--- src/rtl/sha3_pkg.sv ---
// Shared types and constants for the SHA3/SHAKE slot scheduler.
package sha3_pkg;

  typedef enum logic [1:0] {IDLE, ABSORB, PERMUTE, SQUEEZE} slot_state_t;

  localparam logic [1:0] MODE_SHA3_256 = 2'd0;
  localparam logic [1:0] MODE_SHA3_512 = 2'd1;
  localparam logic [1:0] MODE_SHAKE128 = 2'd2;
  localparam logic [1:0] MODE_SHAKE256 = 2'd3;

  localparam logic [10:0] RATE_SHA3_256 = 11'd1088;
  localparam logic [10:0] RATE_SHA3_512 = 11'd576;
  localparam logic [10:0] RATE_SHAKE128 = 11'd1344;
  localparam logic [10:0] RATE_SHAKE256 = 11'd1088;

  localparam logic [7:0] SUFFIX_SHA3  = 8'h06;
  localparam logic [7:0] SUFFIX_SHAKE = 8'h1F;

  localparam int ROUNDS = 24;

  // One slot's context: FSM state, next round to run, final-block flag, mode.
  typedef struct packed {
    slot_state_t state;
    logic [4:0]  rnd;
    logic        last;
    logic [1:0]  mode;
  } slot_ctx_t;

  function automatic logic [10:0] rate_of(input logic [1:0] mode);
    case (mode)
      MODE_SHA3_256: rate_of = RATE_SHA3_256;
      MODE_SHA3_512: rate_of = RATE_SHA3_512;
      MODE_SHAKE128: rate_of = RATE_SHAKE128;
      default:       rate_of = RATE_SHAKE256;
    endcase
  endfunction

  // Both SHAKE modes have mode[1] set.
  function automatic logic [7:0] suffix_of(input logic [1:0] mode);
    suffix_of = mode[1] ? SUFFIX_SHAKE : SUFFIX_SHA3;
  endfunction

  function automatic logic [10:0] digest_bits_of(input logic [1:0] mode,
                                                 input int s128, input int s256);
    case (mode)
      MODE_SHA3_256: digest_bits_of = 11'd256;
      MODE_SHA3_512: digest_bits_of = 11'd512;
      MODE_SHAKE128: digest_bits_of = 11'(s128);
      default:       digest_bits_of = 11'(s256);
    endcase
  endfunction

endpackage

--- src/rtl/sha3_slot_ctx.sv ---
// Per-slot context register file: one read and one write port, both on the
// entry of the slot currently being served.
module sha3_slot_ctx
  import sha3_pkg::*;
#(
  parameter int SLOTS = 8,
  localparam int SW   = $clog2(SLOTS)
) (
  input  logic          clk,
  input  logic          rst,
  input  logic [SW-1:0] addr_i,
  input  slot_ctx_t     wr_i,
  output slot_ctx_t     rd_o
);

  slot_ctx_t ent [SLOTS];

  for (genvar g = 0; g < SLOTS; g++) begin : g_ent
    slot_ctx_t ent_q;
    // Entry g only changes on its own turn; reset drops it back to IDLE.
    always_ff @(posedge clk or posedge rst) begin
      if (rst)                  ent_q <= '0;
      else if (addr_i == SW'(g)) ent_q <= wr_i;
    end
    assign ent[g] = ent_q;
  end

  assign rd_o = ent[addr_i];

endmodule

--- src/rtl/sha3_slot_scheduler.sv ---
// Time-multiplexed controller for SLOTS interleaved SHA3/SHAKE messages
// sharing one pipelined Keccak round core. Each cycle serves one slot.
module sha3_slot_scheduler #(
  parameter int SLOTS        = 8,
  parameter int ROUNDS       = 24,
  parameter int SHAKE128_OUT = 256,
  parameter int SHAKE256_OUT = 512,
  localparam int SW          = $clog2(SLOTS)
) (
  input  logic          clk,
  input  logic          rst,
  output logic [SW-1:0] slot_idx,
  input  logic          in_valid,
  output logic          in_ready,
  input  logic [1:0]    in_mode,
  input  logic [10:0]   in_len,
  input  logic          in_last,
  output logic          absorb_en,
  output logic          pad_en,
  output logic [7:0]    pad_suffix,
  output logic [10:0]   pad_pos,
  output logic [10:0]   pad_end,
  output logic          round_en,
  output logic [4:0]    round_idx,
  output logic          state_clear,
  output logic          digest_valid,
  output logic [1:0]    digest_mode,
  output logic [10:0]   digest_bits,
  input  logic          digest_ready
);
  import sha3_pkg::*;

  logic [SW-1:0] slot_q;
  slot_ctx_t     cur, nxt;
  logic          vld;
  logic [1:0]    eff_mode;

  // Rotating slot pointer; the slice stage and round core follow it.
  always_ff @(posedge clk or posedge rst) begin
    if (rst) slot_q <= '0;
    else     slot_q <= slot_q + 1'b1;
  end

  assign slot_idx = slot_q;

  sha3_slot_ctx #(.SLOTS(SLOTS)) u_ctx (
    .clk    (clk),
    .rst    (rst),
    .addr_i (slot_q),
    .wr_i   (nxt),
    .rd_o   (cur)
  );

  // Keeps the same-cycle outputs quiet while reset is held.
  assign vld = in_valid & ~rst;

  // Next context and per-turn strobes for the slot being served.
  always_comb begin
    nxt          = cur;
    eff_mode     = cur.mode;
    in_ready     = 1'b0;
    absorb_en    = 1'b0;
    pad_en       = 1'b0;
    round_en     = 1'b0;
    round_idx    = '0;
    state_clear  = 1'b0;
    digest_valid = 1'b0;
    unique case (cur.state)
      IDLE, ABSORB: begin
        in_ready = ~rst;
        if (vld) begin
          // Mode is captured only from the first block of a message.
          if (cur.state == IDLE) begin
            eff_mode = in_mode;
            nxt.mode = in_mode;
          end
          absorb_en = 1'b1;
          round_en  = 1'b1;
          pad_en    = in_last;
          nxt.last  = in_last;
          nxt.state = PERMUTE;
          nxt.rnd   = 5'd1;
        end
      end
      PERMUTE: begin
        round_en  = 1'b1;
        round_idx = cur.rnd;
        if (cur.rnd == 5'(ROUNDS - 1)) begin
          nxt.rnd   = '0;
          nxt.state = cur.last ? SQUEEZE : ABSORB;
        end else begin
          nxt.rnd = cur.rnd + 5'd1;
        end
      end
      SQUEEZE: begin
        digest_valid = 1'b1;
        if (digest_ready) begin
          state_clear = 1'b1;
          nxt         = '0;
        end
      end
      default: nxt = '0;
    endcase
  end

  assign pad_pos     = pad_en ? in_len : '0;
  assign pad_suffix  = pad_en ? suffix_of(eff_mode) : '0;
  assign pad_end     = rate_of(eff_mode) - 11'd1;
  assign digest_mode = digest_valid ? cur.mode : '0;
  assign digest_bits = digest_valid ? digest_bits_of(cur.mode, SHAKE128_OUT, SHAKE256_OUT) : '0;

  // A full-rate final block leaves no room for the pad bits; the slice
  // stage must send an extra zero-length block instead.
  a_full_rate_last : assert property (@(posedge clk) disable iff (rst)
    (vld && in_ready && in_last) |-> (in_len != rate_of(eff_mode)));

endmodule
--- config.mk ---
export PLATFORM = sky130hd
export DESIGN_NAME = sha3_slot_scheduler
export DESIGN_NICKNAME = d
export VERILOG_FILES = /design/src/rtl/sha3_pkg.sv /design/src/rtl/sha3_slot_ctx.sv /design/src/rtl/sha3_slot_scheduler.sv
export SDC_FILE = /design/constraint.sdc
export NUM_CORES = 1
export LEC_CHECK = 0
export CORE_AREA = 2 2 91 93
export CTS_CLUSTER_SIZE = 28
export DETAILED_ROUTE_END_ITERATION = 7
export DIE_AREA = 0 0 93 95
export PLACE_DENSITY_LB_ADDON = 0.15
export SKIP_LAST_GASP = 1
export SLEW_MARGIN = 20
export SYNTH_ARGS = -nofsm -noshare
export SYNTH_HDL_FRONTEND = slang
export SYNTH_SLANG_ARGS = --single-unit
--- constraint.sdc ---
create_clock -name clk -period 11 [get_ports clk]
set_input_delay 3.3 -clock clk [delete_from_list [all_inputs] [get_ports clk]]
set_output_delay 3.3 -clock clk [all_outputs]
set_load 0.05 [all_outputs]
**After elaboration in Yosys (flattened, before gate mapping)**

Cells that the tools add are included.

- Add/subtract/negate cells: 3
- Magnitude comparators: 1
- Equal/unequal tests: 14
- Muxes and demuxes: 30
- Bitwise logic cells: 3
- Reductions and logical operators: 5

Operator list:

| operator | number |
|---|---|
| $mux 10 | 5 |
| $bmux 10 s3 | 1 |
| $mux 11 | 2 |
| $pmux 11 s2 | 1 |
| $pmux 7 s3 | 1 |
| $mux 5 | 4 |
| $eq 3x3->1 const B | 4 |
| $mux 2 | 6 |
| $sub 11x1->11 const B | 1 |
| $eq 2x2->1 const B | 4 |
| $mux 1 | 8 |
| $eq 3x2->1 const B | 2 |
| $pmux 3 s2 | 1 |
| $add 5x1->5 const B | 1 |
| $eq 5x5->1 const B | 1 |
| $eq 2x1->1 const B | 2 |
| $ge 4x4->1 const B | 1 |
| $logic_not 2->1 | 2 |
| $not 3->4 | 1 |
| $reduce_or 2->1 | 2 |
| $add 3x1->3 const B | 1 |
| $eq 3x1->1 const B | 1 |
| $logic_not 3->1 | 1 |
| $pmux 1 s2 | 1 |
| 2 further kinds | 2 |

- Register bits after elaboration: 83
- Input bits: 18
- Word-level logic and storage cells: 89

**Logic depth before layout (Yosys ltp)**

Gate-level depths: netlist of the first run.

- Word-level depth: 11
- Mapped depth: 10
- Mapped depth without buffers: 8

**Cells and area by module**

From an unflattened synthesis of the first run, not the netlist that was laid out.

- Cell total of the unflattened synthesis: 332
- Area, all modules: 4563.1 µm²

By module, submodules not included:

| module | times used | cells an instance | area an instance (µm²) |
|---|---|---|---|
| sha3_slot_ctx | 1 | 213 | 3698.5 |
| sha3_slot_scheduler | 1 | 119 | 864.6 |

**Worst setup path before layout of the first run**

Ideal clock, no wire load.

- Kind: input -> output
- From: in rst
- To: out pad_suffix[3]
- Arrival time: 7.057 ns
- Data required time: 7.700 ns
- Path slack: 0.643 ns
- Stages on the path: 7
- Path buffers: 1
- Path through: inv_1 > nand2_1 > nor2_4 > nand2_1 > mux2i_1 > nor2_1 > buf_4

- Longest elaborated chain between the ends: 6

Ends and longest elaborated chain:

| what | RTL line | source |
|---|---|---|
| start: declaration | sha3_slot_scheduler.sv:11 | `input logic rst,` |
| $not 1->1 * | sha3_slot_scheduler.sv:55 | `assign vld = in_valid & ~rst;` |
| $and 1x1->1 * | sha3_slot_scheduler.sv:55 |  |
| $mux 2 | sha3_slot_scheduler.sv:71 | `if (vld) begin` |
| $mux 2 | sha3_slot_scheduler.sv:68 | `unique case (cur.state)` |
| $mux 5 | sha3_pkg.sv:40 | `suffix_of = mode[1] ? SUFFIX_SHAKE : SUFFIX_SHA3;` |
| $mux 5 * | sha3_slot_scheduler.sv:107 | `assign pad_suffix = pad_en ? suffix_of(eff_mode) : '0;` |
| end: declaration | sha3_slot_scheduler.sv:20 | `output logic [7:0] pad_suffix,` |

Mark *: on every way between the ends. The rest lies on a longest branch, timed or not.

**Final worst setup path of the first run**

- From: in rst
- To: out pad_end[9]

- Longest elaborated chain between the ends: 7

Ends and longest elaborated chain:

| what | RTL line | source |
|---|---|---|
| $not 1->1 * | sha3_slot_scheduler.sv:55 |  |
| $and 1x1->1 * | sha3_slot_scheduler.sv:55 |  |
| $mux 2 * | sha3_slot_scheduler.sv:71 |  |
| $mux 2 * | sha3_slot_scheduler.sv:68 |  |
| $eq 2x2->1 or $eq 2x1->1 (tied branches) | sha3_pkg.sv:30 | `case (mode)` |
| $pmux 11 s2 * | sha3_pkg.sv:30 |  |
| $sub 11x1->11 * | sha3_slot_scheduler.sv:108 | `assign pad_end = rate_of(eff_mode) - 11'd1;` |
| end: declaration | sha3_slot_scheduler.sv:22 | `output logic [10:0] pad_end,` |

Marked as above.

==> results of run 1 <==
## cell usage in the layout (no fill, tap or decap), types with 2 or more instances in the layout
cell type / n
a21oi_1: 19
o221ai_2: 2
clkinvlp_4: 2
a21oi_2: 2
o21ai_1: 6
nor2_1: 26
bufinv_16: 2
mux4_1: 3
and3_1: 12
nand2b_1: 2
inv_1: 13
clkbuf_8: 9
mux2i_4: 2
mux2_2: 12
a21o_1: 2
o21ai_0: 50
mux4_2: 14
nor2b_1: 2
mux2i_1: 10
nand3_1: 3
clkdlybuf4s50_1: 54
dfrtp_1: 83
nand2_1: 81
nand4_1: 2
buf_4: 2
ha_1: 7
nor3_1: 3
clkbuf_1: 2
conb_1: 20
## sequential cells by signal, indices dropped and copies added (netlist names)
signal	flops
slot_idx	3
u_ctx.ent	80
## worst paths after layout
check,start,to,slack (ns)
max reg2reg,slot_idx[2]$_DFF_PP0_,u_ctx.ent[14]$_DFFE_PP0N_,7.61
min reg2reg,u_ctx.ent[78]$_DFFE_PP0N_,u_ctx.ent[78]$_DFFE_PP0N_,0.48
min,u_ctx.ent[78]$_DFFE_PP0N_,u_ctx.ent[78]$_DFFE_PP0N_,0.48
max in group asynchronous,rst,u_ctx.ent[8]$_DFFE_PP0N_,6.94
max,rst,pad_end[9],1.97
min in group asynchronous,rst,u_ctx.ent[21]$_DFFE_PP0N_,3.50
## logic make-up (layout without fill, tap and decap cells)
logic type	Yosys count	count (layout)	synth area share, %
multiplexers	44	44	16.5
AND/OR/NAND/NOR	138	138	13.9
buffers and inverters	60	88	8.17
AO/OA/AOI/OAI	88	88	11.6
flip-flops	83	83	47.1
adder cells (fa/ha/maj)	7	7	1.99
XOR/XNOR	2	2	0.567
other	2	20	0.170
## worst max-delay path, stage by stage
cell             delay (ns)
clkdlybuf4s50_1        0.45
inv_2                  0.08
nand2_1                0.10
nor2_4                 0.30
nand2_1                0.22
mux2i_1                0.32
and2_1                 0.17
clkdlybuf4s50_1        0.79
## per-layer routing
layer  wire length, um  share of wire, %  track usage, %  vias up
li1                  -                 -               -     1495
met1              4190                42            29.5     1574
met2              5010                50            41.8      113
met3               641               6.4            5.35       14
met4               158               1.6            8.09        0
met5                 0                 0               0        -
## power breakdown
part | leakage (nW) | total [mW] | internal [mW] | switching, mW
Clock | 0.102 | 0.241 | 0.130 | 0.111
Sequential | 1.04 | 0.443 | 0.396 | 0.0472
Combinational | 1.16 | 0.348 | 0.135 | 0.213
Total | 2.30 | 1.03 | 0.661 | 0.371
## area by class of cell
class / count / area, um^2 / share of cell area [%]
clock buffer: 11 / 131 / 2.58
clock inverter: 5 / 86.3 / 1.70
inverter: 15 / 56.3 / 1.11
multi-input combinational: 299 / 2040 / 40.1
sequential: 83 / 2080 / 40.8
tap: 105 / 131 / 2.58
timing repair buffer: 57 / 567 / 11.1
## metrics by stage
| step | hold WS, ns | area (um^2) | setup slack (ns) |
|---|---|---|---|
| after CTS | 0.489 | 5090 | 2.00 |
| after floorplan | 0.442 | 4480 | 0.643 |
| after detailed placement | 0.467 | 4870 | 2.02 |
| after global routing | 0.517 | 5090 | 1.79 |
| final | 0.480 | 5090 | 1.97 |
| after global placement | 0.455 | 4870 | 2.08 |
==> impl_metrics.py, run 1 <==
metrics = {
    "status": {
        "status": "finished, final reports clean",
    },
    "clock_tree": {
        "cts_resized": 0,
        "cts_setup_buffers": 0,
        "cts_made_buffers": 9,
        "cts_hold_buf": 0,
        "clockBufferDepth": 2,
        "htreeDepth": 3,
        "cts_tree": "done",
        "clk_pin_slew_ns": 0.08,
        "cts-root-buf": "clkbuf_8",
        "clk_latency_ns": 0.36,
        "cts.sinks": 83,
    },
    "synthesis": {
        "ys_warn_count": 0,
        "post-synth-top-area-cell": "dfrtp_1",
        "ys_async_sr_fraction_pct": 100,
        "synth_area_um2": 4410,
        "netlist_top_cells_count": "83 x dfrtp_1, 81 x nand2_1, 50 x o21ai_0",
        "ys_top_cells_by_area": "dfrtp_1 47%, mux4_2 7.1%, nand2_1 6.9%, o21ai_0 5.7%, buf_4 4.4%",
        "ys_seq_area_share_pct": 47.1,
        "yosysTopAreaCellShare_pct": 47.1,
        "synth_most_common_cell": "dfrtp_1",
        "synthesis.instances": 424,
        "synth_ff_type": "dfrtp_1",
        "synthDistinctLibCells": 49,
        "ys_ff_latch": 83,
        "synth-edff-count": 0,
        "synth.avg_cell_area_um2": 10.4,
    },
    "placed_design": {
        "place.gp.congestion": 0.838,
        "portBuffers": 54,
        "hpwlAfterDp_um": 6690,
        "dp_cells": 559,
    },
    "global_route": {
        "grt_pass1_vias": 3092,
        "grt_max_degree": 84,
        "grt_pass1_wl_um": 15800,
        "grt_overflow_total": 0,
        "grt_util_all_layers_pct": 23.9,
        "antenna_found_initial": 0,
    },
    "setup_path": {
        "r2r_cells": 8,
        "crit_path_start_kind": "input pin",
        "worstPathMaxFanout": 17,
        "worstPathRequired_ns": 7.70,
        "end_kind": "primary output",
        "critical_path_arrival_ns": 5.73,
        "crit_type": "input pin to primary output",
    },
    "routing": {
        "dr.pass1.iters": 5,
        "wire_per_inst_um": 17.4,
        "drc": 0,
        "vias_per_cell": 5.56,
        "drt_wl_total_um": 9990,
        "ant_nets": 0,
        "drtIter0Drc": 202,
        "vias": 3196,
    },
    "sta": {
        "slew_violations": 0,
        "min_period_over_period_pct": 82.1,
        "setup_tns_ns": 0,
        "fmax_ghz": 0.111,
        "max_slew.worst_pin.slew_ns": 0.816,
        "timing.final.hold_violations": 0,
        "finalClockSkew_ns": 0.0155,
        "fin_crit_ns": 9.03,
        "rsz0062_at_grt": "false",
        "relSlewSlack_pct": 45.6,
        "setup_viol": 0,
    },
    "die": {
        "die-area_um2": 8840,
        "rows": 33,
        "die-height_um": 95,
        "io_pins": 75,
        "core_area_um2": 7930,
        "die-width_um": 93,
        "initial_core_util_pct": 55.7,
    },
    "final_layout": {
        "area_growth_pct": 15.4,
        "diodes": 0,
        "fill_cells": 655,
        "fin_cells": 575,
        "layout-drive-gt1-share_pct": 13.2,
        "final_nets": 490,
        "final_util_pct": 64.2,
    },
    "power": {
        "power.leakage_nw": 2.30,
        "powerDensity_nw_per_um2": 203,
        "power_mw": 1.03,
        "peakVddDrop_uv": 144,
    },
    "min_path": {
        "whs_path_depth": 2,
        "min_path_type": "register to register",
    },
    "job": {
        "cap_violations": 0,
    },
}
Power figures use the tool's default switching activity.
==> inputs of run 2 (changes only) <==
- CORE_AREA: 2 2 91 93 -> 2 2 95 97
- DIE_AREA: 0 0 93 95 -> 0 0 97 99
- clock period: 11 -> 8.55 ns (I/O delays scaled with it)
==> run 2 against run 1 <==
Setup slack worse by 0.62 ns. Via count decreased by 0.94%. Wire length is essentially flat. Total power rose by 29%. Utilization shrank 4.5 points. Register-to-register slack lost 2.0 ns. Cell count is 0.70% higher. Sequential power rose by 28%. Sequential share of layout area shrank 0.12 points. Worst hold slack worse by 0.0048 ns. Die area rose by 8.7%.
==> impl_metrics.py, run 2 (synthesis results as in run 1) <==
metrics = {
    "die": {
        "die-height_um": 99,
        "die-width_um": 97,
        "die-area_um2": 9600,
        "rows": 34,
        "io_pins": 75,
        "initial_core_util_pct": 51.6,
        "core_area_um2": 8550,
    },
    "placed_design": {
        "hpwlAfterDp_um": 6750,
        "portBuffers": 54,
        "place.gp.congestion": 0.835,
        "placed_cell_area_um2": 4880,
    },
    "sta": {
        "max_slew.worst_pin.slew_ns": 0.810,
        "finalClockSkew_ns": 0.0189,
        "rsz0062_at_grt": "false",
        "min_period_over_period_pct": 84.2,
        "slew_violations": 0,
        "setup_tns_ns": 0,
        "fin_crit_ns": 7.20,
        "timing.final.hold_violations": 0,
        "hold_slack_ns": 0.475,
        "fmax_ghz": 0.139,
        "relSlewSlack_pct": 46.0,
        "setup_viol": 0,
    },
    "clock_tree": {
        "cts_resized": 0,
        "clk_pin_slew_ns": 0.07,
        "cts_tree": "done",
        "cts-root-buf": "clkbuf_8",
        "clockBufferDepth": 2,
        "cts_setup_buffers": 0,
        "cts_hold_buf": 0,
        "clk_latency_ns": 0.36,
        "cts_made_buffers": 9,
        "htreeDepth": 3,
        "cts.sinks": 83,
    },
    "min_path": {
        "whs_endpoint": "u_ctx.ent[27]$_DFFE_PP0N_",
        "min_path_type": "register to register",
        "holdCritStartpoint": "u_ctx.ent[27]$_DFFE_PP0N_",
        "whs_path_depth": 2,
    },
    "final_layout": {
        "final_common_cell": "dfrtp_1",
        "final_cell_mix": "83 x dfrtp_1, 81 x nand2_1, 50 x o21ai_0, 48 x clkdlybuf4s50_1, 26 x nor2_1",
        "largest_reg_flops": 80,
        "diodes": 0,
        "regArea_um2": 2080,
        "final_area_um2": 5110,
        "fill_cells": 732,
        "multi_input_area_um2": 2040,
        "area_growth_pct": 15.7,
        "final_nets": 492,
        "layout-drive-gt1-share_pct": 15.1,
    },
    "power": {
        "peakVddDrop_uv": 188,
        "power.leakage_nw": 2.33,
        "powerDensity_nw_per_um2": 260,
    },
    "setup_path": {
        "reg2reg_from": "slot_idx[2]$_DFF_PP0_",
        "crit_type": "input pin to primary output",
        "end_kind": "primary output",
        "regToRegSetupSlack_ns": 5.59,
        "critical_path_arrival_ns": 4.64,
        "worstPathMaxFanout": 17,
        "worstReg2RegEnd": "u_ctx.ent[21]$_DFFE_PP0N_",
        "crit_path_start_kind": "input pin",
        "worstPathRequired_ns": 5.99,
        "r2r_cells": 6,
    },
    "global_route": {
        "met1_usage_pct": 29.2,
        "grt_pass1_vias": 3097,
        "top_usage_layer": "met2",
        "grt_pass1_wl_um": 16400,
        "antenna_found_initial": 0,
        "grt_overflow_total": 0,
        "grt_util_all_layers_pct": 22.1,
        "grt_use_met3_pct": 4.04,
        "grt_max_degree": 84,
        "grt_use_met2_pct": 36.6,
    },
    "routing": {
        "drt_wl_total_um": 9990,
        "ant_nets": 0,
        "vias": 3166,
        "drc": 0,
        "drtIter0Drc": 185,
        "wire_per_inst_um": 17.2,
        "dr.pass1.iters": 4,
        "vias_per_cell": 5.47,
    },
    "status": {
        "status": "finished, final reports clean",
    },
    "job": {
        "cap_violations": 0,
    },
}
-- run 2: changes by cell type in the layout (fill, tap and decap cells not counted) --
cell / previous run / this run
clkinvlp_4: 2 / 1
buf_4: 2 / 10
clkdlybuf4s50_1: 54 / 48
clkinv_2: 0 / 1
inv_2: 1 / 0
clkbuf_1: 2 / 0
clkbuf_8: 9 / 11
clkinv_4: 0 / 1
inv_8: 1 / 0
-- run 2: worst max-delay path, stage by stage --
cell and delay (ns):
clkdlybuf4s50_1 0.48, clkinvlp_4 0.11, nand2_1 0.10, nor2_4 0.30, nand2_1 0.12, inv_1 0.14
clkdlybuf4s50_1 0.82
-- run 2: worst max-delay path by stage --
stage | start | endpoint | slack [ns] | cells after the start
floorplan | rst | pad_suffix[3] | 0.40 | 7
global placement | rst | pad_en | 1.42 | 7
detailed placement | rst | pad_suffix[2] | 1.37 | 7
CTS | rst | pad_suffix[2] | 1.35 | 7
global route | rst | pad_suffix[2] | 1.22 | 7
finish | rst | pad_suffix[2] | 1.35 | 7
-- run 2: metal layers --
layer	routed length, um	vias to the layer above
met4	191	0
met3	483	16
met1	4450	1546
met2	4860	106
met5	0	-
li1	-	1498
-- run 2: final cells by class --
cell class	instances	area share, %
clock inverter	4	1.45
clock buffer	11	2.96
inverter	15	1.18
sequential	83	40.7
tap	108	2.65
multi-input combinational	299	40.0
timing repair buffer	59	11.1
-- run 2: power breakdown --
group | total (mW) | internal, mW | switching (mW) | leakage [nW]
registers | 0.568 | 0.510 | 0.0587 | 1.04
logic | 0.442 | 0.172 | 0.270 | 1.18
clock network | 0.317 | 0.179 | 0.138 | 0.115
total | 1.33 | 0.860 | 0.466 | 2.33
-- run 2: stage by stage --
step / power [mW] / setup slack, ns / utilization, % / std cells
after CTS: 1.33 / 1.35 / 59.7 / 579
after global placement: 1.00 / 1.42 / 57.0 / 564
after detailed placement: 1.02 / 1.37 / 57.0 / 564
final: 1.33 / 1.35 / 59.7 / 579
after floorplan: 0.908 / 0.404 / - / 442
after global routing: 1.41 / 1.22 / 59.7 / 579
